`src/rtl/writeback_regfile.sv`:
```
// writeback_regfile: writeback stage of the miniCPU datapath.
// Holds the 2**ADDR_W-entry architectural register file behind a one-deep
// writeback buffer. Two combinational read ports bypass from the buffer.
// A zero flag and a retired-write counter are kept for debug visibility.
//
// Ports:
//   clk         system clock, all state updates on the rising edge
//   reset       asynchronous active-low reset
//   stop        1 = ignore new writes; a buffered write still commits
//   write_en    execute requests a register write this cycle
//   dstadd      destination register of the write
//   result      write data from execute
//   srcadd_1/2  read addresses
//   operand_1/2 read data (combinational, youngest value wins)
//   wb_valid    buffer holds an uncommitted write
//   wb_addr     buffered destination
//   wb_data     buffered data
//   zero_flag   last committed data was zero
//   retire_cnt  number of committed writes, wraps modulo 256
module writeback_regfile #(
  parameter int unsigned DATA_W  = 8,
  parameter int unsigned ADDR_W  = 4,
  parameter bit          ZERO_R0 = 1'b0
) (
  input  logic              clk,
  input  logic              reset,
  input  logic              stop,
  input  logic              write_en,
  input  logic [ADDR_W-1:0] dstadd,
  input  logic [DATA_W-1:0] result,
  input  logic [ADDR_W-1:0] srcadd_1,
  input  logic [ADDR_W-1:0] srcadd_2,
  output logic [DATA_W-1:0] operand_1,
  output logic [DATA_W-1:0] operand_2,
  output logic              wb_valid,
  output logic [ADDR_W-1:0] wb_addr,
  output logic [DATA_W-1:0] wb_data,
  output logic              zero_flag,
  output logic [7:0]        retire_cnt
);

  localparam int unsigned NREGS = 1 << ADDR_W;
  localparam int unsigned CNT_W = 8;

  logic [DATA_W-1:0] r_regs [NREGS];
  logic              r_wb_valid;
  logic [ADDR_W-1:0] r_wb_addr;
  logic [DATA_W-1:0] r_wb_data;
  logic              r_zero_flag;
  logic [CNT_W-1:0]  r_retire_cnt;

  logic w_r0_drop;
  logic w_capture;

  // Writes to R0 vanish entirely when R0 is hardwired to zero.
  assign w_r0_drop = ZERO_R0 && (dstadd == ADDR_W'(0));
  assign w_capture = write_en && !stop && !w_r0_drop;

  // Buffer commit into the array, then optional capture of the new write.
  always_ff @(posedge clk or negedge reset) begin
    if (!reset) begin
      for (int i = 0; i < int'(NREGS); i++) begin
        r_regs[i] <= '0;
      end
      r_wb_valid   <= 1'b0;
      r_wb_addr    <= '0;
      r_wb_data    <= '0;
      r_zero_flag  <= 1'b0;
      r_retire_cnt <= '0;
    end else begin
      if (r_wb_valid) begin
        r_regs[r_wb_addr] <= r_wb_data;
        r_zero_flag       <= (r_wb_data == DATA_W'(0));
        r_retire_cnt      <= r_retire_cnt + CNT_W'(1);
      end
      if (w_capture) begin
        r_wb_valid <= 1'b1;
        r_wb_addr  <= dstadd;
        r_wb_data  <= result;
      end else if (r_wb_valid) begin
        // Address/data hold; only the valid bit drops after a commit.
        r_wb_valid <= 1'b0;
      end
    end
  end

  // Read mux: hardwired R0 first, then buffer bypass, then the array.
  function automatic logic [DATA_W-1:0] read_port(input logic [ADDR_W-1:0] addr);
    logic [DATA_W-1:0] v;
    v = r_regs[addr];
    if (r_wb_valid && (r_wb_addr == addr)) begin
      v = r_wb_data;
    end
    if (ZERO_R0 && (addr == ADDR_W'(0))) begin
      v = '0;
    end
    return v;
  endfunction

  always_comb begin
    operand_1 = read_port(srcadd_1);
    operand_2 = read_port(srcadd_2);
  end

  assign wb_valid   = r_wb_valid;
  assign wb_addr    = r_wb_addr;
  assign wb_data    = r_wb_data;
  assign zero_flag  = r_zero_flag;
  assign retire_cnt = r_retire_cnt;

endmodule
```
`config.mk`:
```
export PLATFORM = sky130hd
export DESIGN_NAME = writeback_regfile
export DESIGN_NICKNAME = d
export VERILOG_FILES = /design/src/rtl/writeback_regfile.sv
export SDC_FILE = /design/constraint.sdc
export NUM_CORES = 1
export LEC_CHECK = 0
export ABC_AREA = 1
export CAP_MARGIN = 20
export CELL_PAD_IN_SITES_DETAIL_PLACEMENT = 1
export CELL_PAD_IN_SITES_GLOBAL_PLACEMENT = 1
export CORE_MARGIN = 2
export CORE_UTILIZATION = 43
export CTS_CLUSTER_DIAMETER = 50
export DETAILED_ROUTE_END_ITERATION = 12
export PLACE_DENSITY_LB_ADDON = 0.1
export SLEW_MARGIN = 20
export SYNTH_ARGS = -nofsm -noshare
export SYNTH_HDL_FRONTEND = slang
export SYNTH_SLANG_ARGS = --single-unit
```
`constraint.sdc`:
```
create_clock -name clk -period 1.9 [get_ports clk]
set_clock_uncertainty 0.1 [all_clocks]
set_input_delay 0.38 -clock clk [delete_from_list [all_inputs] [get_ports clk]]
set_output_delay 0.38 -clock clk [all_outputs]
set_load 0.02 [all_outputs]
```
Word-level counts from Yosys, hierarchy flattened
Index checks and enable logic that the tools add are counted.

word-level totals
  register bits after elaboration = 150
  bits in latches = 0
  memory bits (writable) = 0
  bits in read-only memories = 0
  input port bits = 24
  output and inout bits = 38
  word-level logic and storage cells = 49
  memories = 0

cells by class
  add/sub/neg operators = 1
  multipliers = 0
  divide/modulo/power cells = 0
  $lt $le $gt $ge = 4
  equal/unequal tests = 2
  shift-type cells = 0
  muxes and demuxes = 12
  bitwise operators = 3
  reductions and logical operators = 6

operator list
  operator                                                               number
  128-bit bitwise mux                                                    1
  8-bit binary-select mux with 4-bit select                              2
  8-bit two-way mux                                                      7
  8-bit demux with 4-bit select                                          1
  5-bit greater-or-equal comparator (second input constant)              3
  4-bit NOT with 5-bit output                                            3
  8-bit by 1-bit adder with 8-bit output (second input constant)         1
  4-bit == test                                                          2
  8-bit logical NOT                                                      1
  5-bit by 1-bit < comparator with 1-bit output (second input constant)  1
  1-bit logical AND                                                      4
  1-bit logical NOT                                                      1
  1-bit two-way mux                                                      1

Longest topological paths before layout
  word-level depth = 6
  gate-level depth with buffers = 10
  gate-level depth less buffers = 8

Worst setup path before layout
No wires, ideal clock.

  kind = register to output
  start point = reg r_wb_addr[1], in the netlist wb_addr[1]
  end point = out operand_1[2]
  data arrival time = 1.478 ns
  required time = 1.420 ns
  setup slack = -0.058 ns
  stages on the path, launching flop included = 8
  buffers on the path = 0
  path through = dfrtp_1 > inv_2 > nor2_1 > nor3_1 > nand3_2 > inv_2 > nand2_1 > nand2_1

between the ends
  word-level cells in the longest chain between the ends = 3

ends and longest elaborated chain
  what                    RTL line  text
  from (decl)             47        logic [ADDR_W-1:0] r_wb_addr;
  from (signal assigned)  78        r_wb_addr <= dstadd;
  4-bit == test           91        if (r_wb_valid && (r_wb_addr == addr)) begin
  1-bit logical AND       91
  8-bit two-way mux       91
  to (decl)               33        output logic [DATA_W-1:0] operand_1,

No other way between the ends.

Final worst setup path
  start point = reg r_wb_addr[0], in the netlist wb_addr[0]
  end point = out operand_1[7]

The elaborated chain is that of the path after synthesis.

==> results.cfg <==
[floorplanning]
row_count = 52
die_w_um = 147
boundaryPins = 62
start_util = 0.437
dieArea_mm2 = 0.0217
die_height_um = 147
core_mm2 = 0.0202

[place]
io_buffers = 61
dp_hpwl_mm = 26.4
dp.cells = 1676
place_congestion = 0.954

[critical_path]
startpoint = wb_addr[0]$_DFFE_PN0P_
path_class = reg -> out
worstPathRequired_ns = 1.42
r2r_start = wb_addr[3]$_DFFE_PN0P_
endpoint_kind = output port
crit_arrival_ns = 1.92
reg2reg_setup_slack_ns = 0.12
cp_max_fo = 8
rr_endpoint = r_regs[82]$_DFFE_PN0P_
r2r_cells = 8
critPathLaunchType = flip-flop

[synthesis]
synth_edf_count = 0
ys.flop_type = dfrtp_1
synth_most_common_cell = nand2_1
syn-num-nets = 1318
yosys-top-cells-count = nand2_1 (482), nand3_1 (230), inv_1 (152), dfrtp_1 (150), o21ai_0 (138)
synth_warnings = 0
synthCells = 1293
ys_seq_area_frac = 0.426
yosysTopAreaCell = dfrtp_1
async_flop_share = 1.00
synth_area_per_cell_um2 = 6.82
ys_ff_latch = 150
yosysUniqueCellTypes = 27
synth.area.top_cells = dfrtp_1 (43%), nand2_1 (21%), nand3_1 (13%), o21ai_0 (7.8%), inv_1 (6.5%)
synth_top_cell_area_share = 0.426
syn_area_mm2 = 0.00881

[clock_network]
numCtsBuffers = 17
clock-sinks = 150
clock_latency_ns = 0.44
clock_path_buffers = 2
cts_tree = yes
clkTransAtPathRegs_ns = 0.07
htreeDepth = 4
cts_root_buf = clkbuf_16

[global_routing]
gr-total-overflow = 0
grt_max_degree = 49
grt_util_all_layers = 0.351
grt_pass1_vias = 9764
antenna_found_initial = 1
grt_pass1_wl_mm = 57.1

[sta]
hold_viol = 0
fin_crit_ns = 2.40
finalSetupViolCount = 16
tightest_slew_ns = 0.459
relSlewSlack = 0.694
hold_slack_ns = 0.354
fin_tns_setup_ns = -7.23
period_share = 1.26
layout_setup_ws_ns = -0.501
slew_violations = 0
rsz0062_at_grt = yes
fmax_ghz = 0.417

[final_layout]
layout.nets = 1458
drive_gt1_frac = 0.193
syn_to_final_growth_pct = 30.6
seq_area_mm2 = 0.00376
n_antenna_cell = 0
fin_cells = 1716
n_fill_cell = 2591
multi_input_area_mm2 = 0.00425

[drt]
wire_per_inst_um = 21.7
drc = 0
first_iter_violations = 842
viasPerCell = 5.51
finalWirelength_mm = 37.3
first_pass_iters = 5
num_vias = 9463
drtAntennaViolNets = 0

[run_status]
status = finished, violations left
failed_checks = negative setup slack

[pwr]
ir_drop_mv = 0.719
p_leak_nw = 5.87
powerDensity_mw_per_mm2 = 1080

[flow_run]
max_cap_violations = 0

[hold_path]
min_path_type = in -> async
[worst max path at each step]
stage	cells after the start	slack, ns	to
finish	8	-0.50	operand_1[7]
global placement	10	-1.13	operand_1[2]
floorplan	7	0.0009	operand_1[2]
CTS	8	-0.42	operand_1[7]
detailed placement	10	-1.16	operand_1[7]
global route	8	-0.56	operand_1[4]
[area by class of cell]
cell class | instances | share of cell area
Tap cell | 270 | 0.0293
Inverter | 159 | 0.0527
Multi-Input combinational cell | 900 | 0.370
Timing Repair Buffer | 205 | 0.174
Clock buffer | 17 | 0.0370
Sequential cell | 150 | 0.327
Clock inverter | 15 | 0.0101
[state kept, by name, indices dropped and copies added (netlist names)]
signal and flops:
r_regs 128, retire_cnt 8, wb_addr 4, wb_data 8, wb_valid 1, zero_flag 1
[cell usage in the layout (no fill, tap or decap), types with 2 or more instances in the layout]
cell / instances
nand2_1: 446
nand3_1: 230
inv_1: 146
dfrtp_1: 142
o21ai_0: 138
buf_4: 112
buf_12: 26
buf_6: 21
nand2_4: 20
dlygate4sd2_1: 20
nand2_2: 17
clkbuf_16: 17
clkdlybuf4s50_1: 14
nor2_1: 12
inv_2: 10
dfrtp_2: 8
nor2_2: 6
xor2_1: 6
inv_6: 6
nor2_4: 5
buf_2: 5
clkinv_4: 4
nor3_4: 4
clkinv_2: 4
nor3_2: 3
nand3_4: 2
nand4_1: 2
o21ai_1: 2
clkinvlp_4: 2
clkbuf_2: 2
[cells by family (layout without fill, tap and decap cells)]
logic type,Yosys count,after routing,share of synthesized area
DFF,150,150,0.426
and+or+nand+nor,749,749,0.365
buffers and inverters,243,396,0.119
xor gates and xnor gates,7,7,0.00696
AOI/OAI and AO/OA,143,143,0.0816
adders and majority gates,1,1,0.00142
[stage by stage]
step | setup WS (ns) | area (um2) | power [W] | util
detailed placement | -1.16 | 10600 | 0.00893 | 0.527
CTS | -0.421 | 11300 | 0.0123 | 0.562
floorplan | 0.000898 | 8810 | 0.00694 | -
global route | -0.561 | 11500 | 0.0131 | 0.571
global placement | -1.13 | 10600 | 0.00873 | 0.527
finish | -0.501 | 11500 | 0.0124 | 0.571
[report_power, final]
group / total, W / switching [W] / internal, W
clock network: 0.00328 / 0.00158 / 0.00170
registers: 0.00468 / 0.000549 / 0.00413
logic: 0.00449 / 0.00283 / 0.00166
total: 0.0124 / 0.00496 / 0.00749
[repair_timing]
item                       in CTS  in global routing
pin swaps                      15                 21
setup endpoints to repair      37                 48
hold buffers                    1                  0
hold endpoints to repair       35                  0
gates resized for setup       180                 54
cloned                          0                  0
setup buffers                   4                  3
[worst max-delay path: stages, from the launching register on]
cell,delay (ns)
dfrtp_2,0.45
nand2_1,0.10
nand2_1,0.08
nor3_2,0.17
nand3_2,0.20
buf_12,0.22
nand2_4,0.07
nand2_4,0.05
buf_6,0.13
[per-layer routing]
| metal | GRT usage | part of all wire | up-vias |
|---|---|---|---|
| met5 | 0 | 0 | - |
| met4 | 0.153 | 0.042 | 0 |
| met3 | 0.0665 | 0.059 | 84 |
| met2 | 0.557 | 0.46 | 337 |
| met1 | 0.471 | 0.44 | 4694 |
| li1 | - | - | 4348 |
Note: power is estimated with default switching activity, not from simulation.
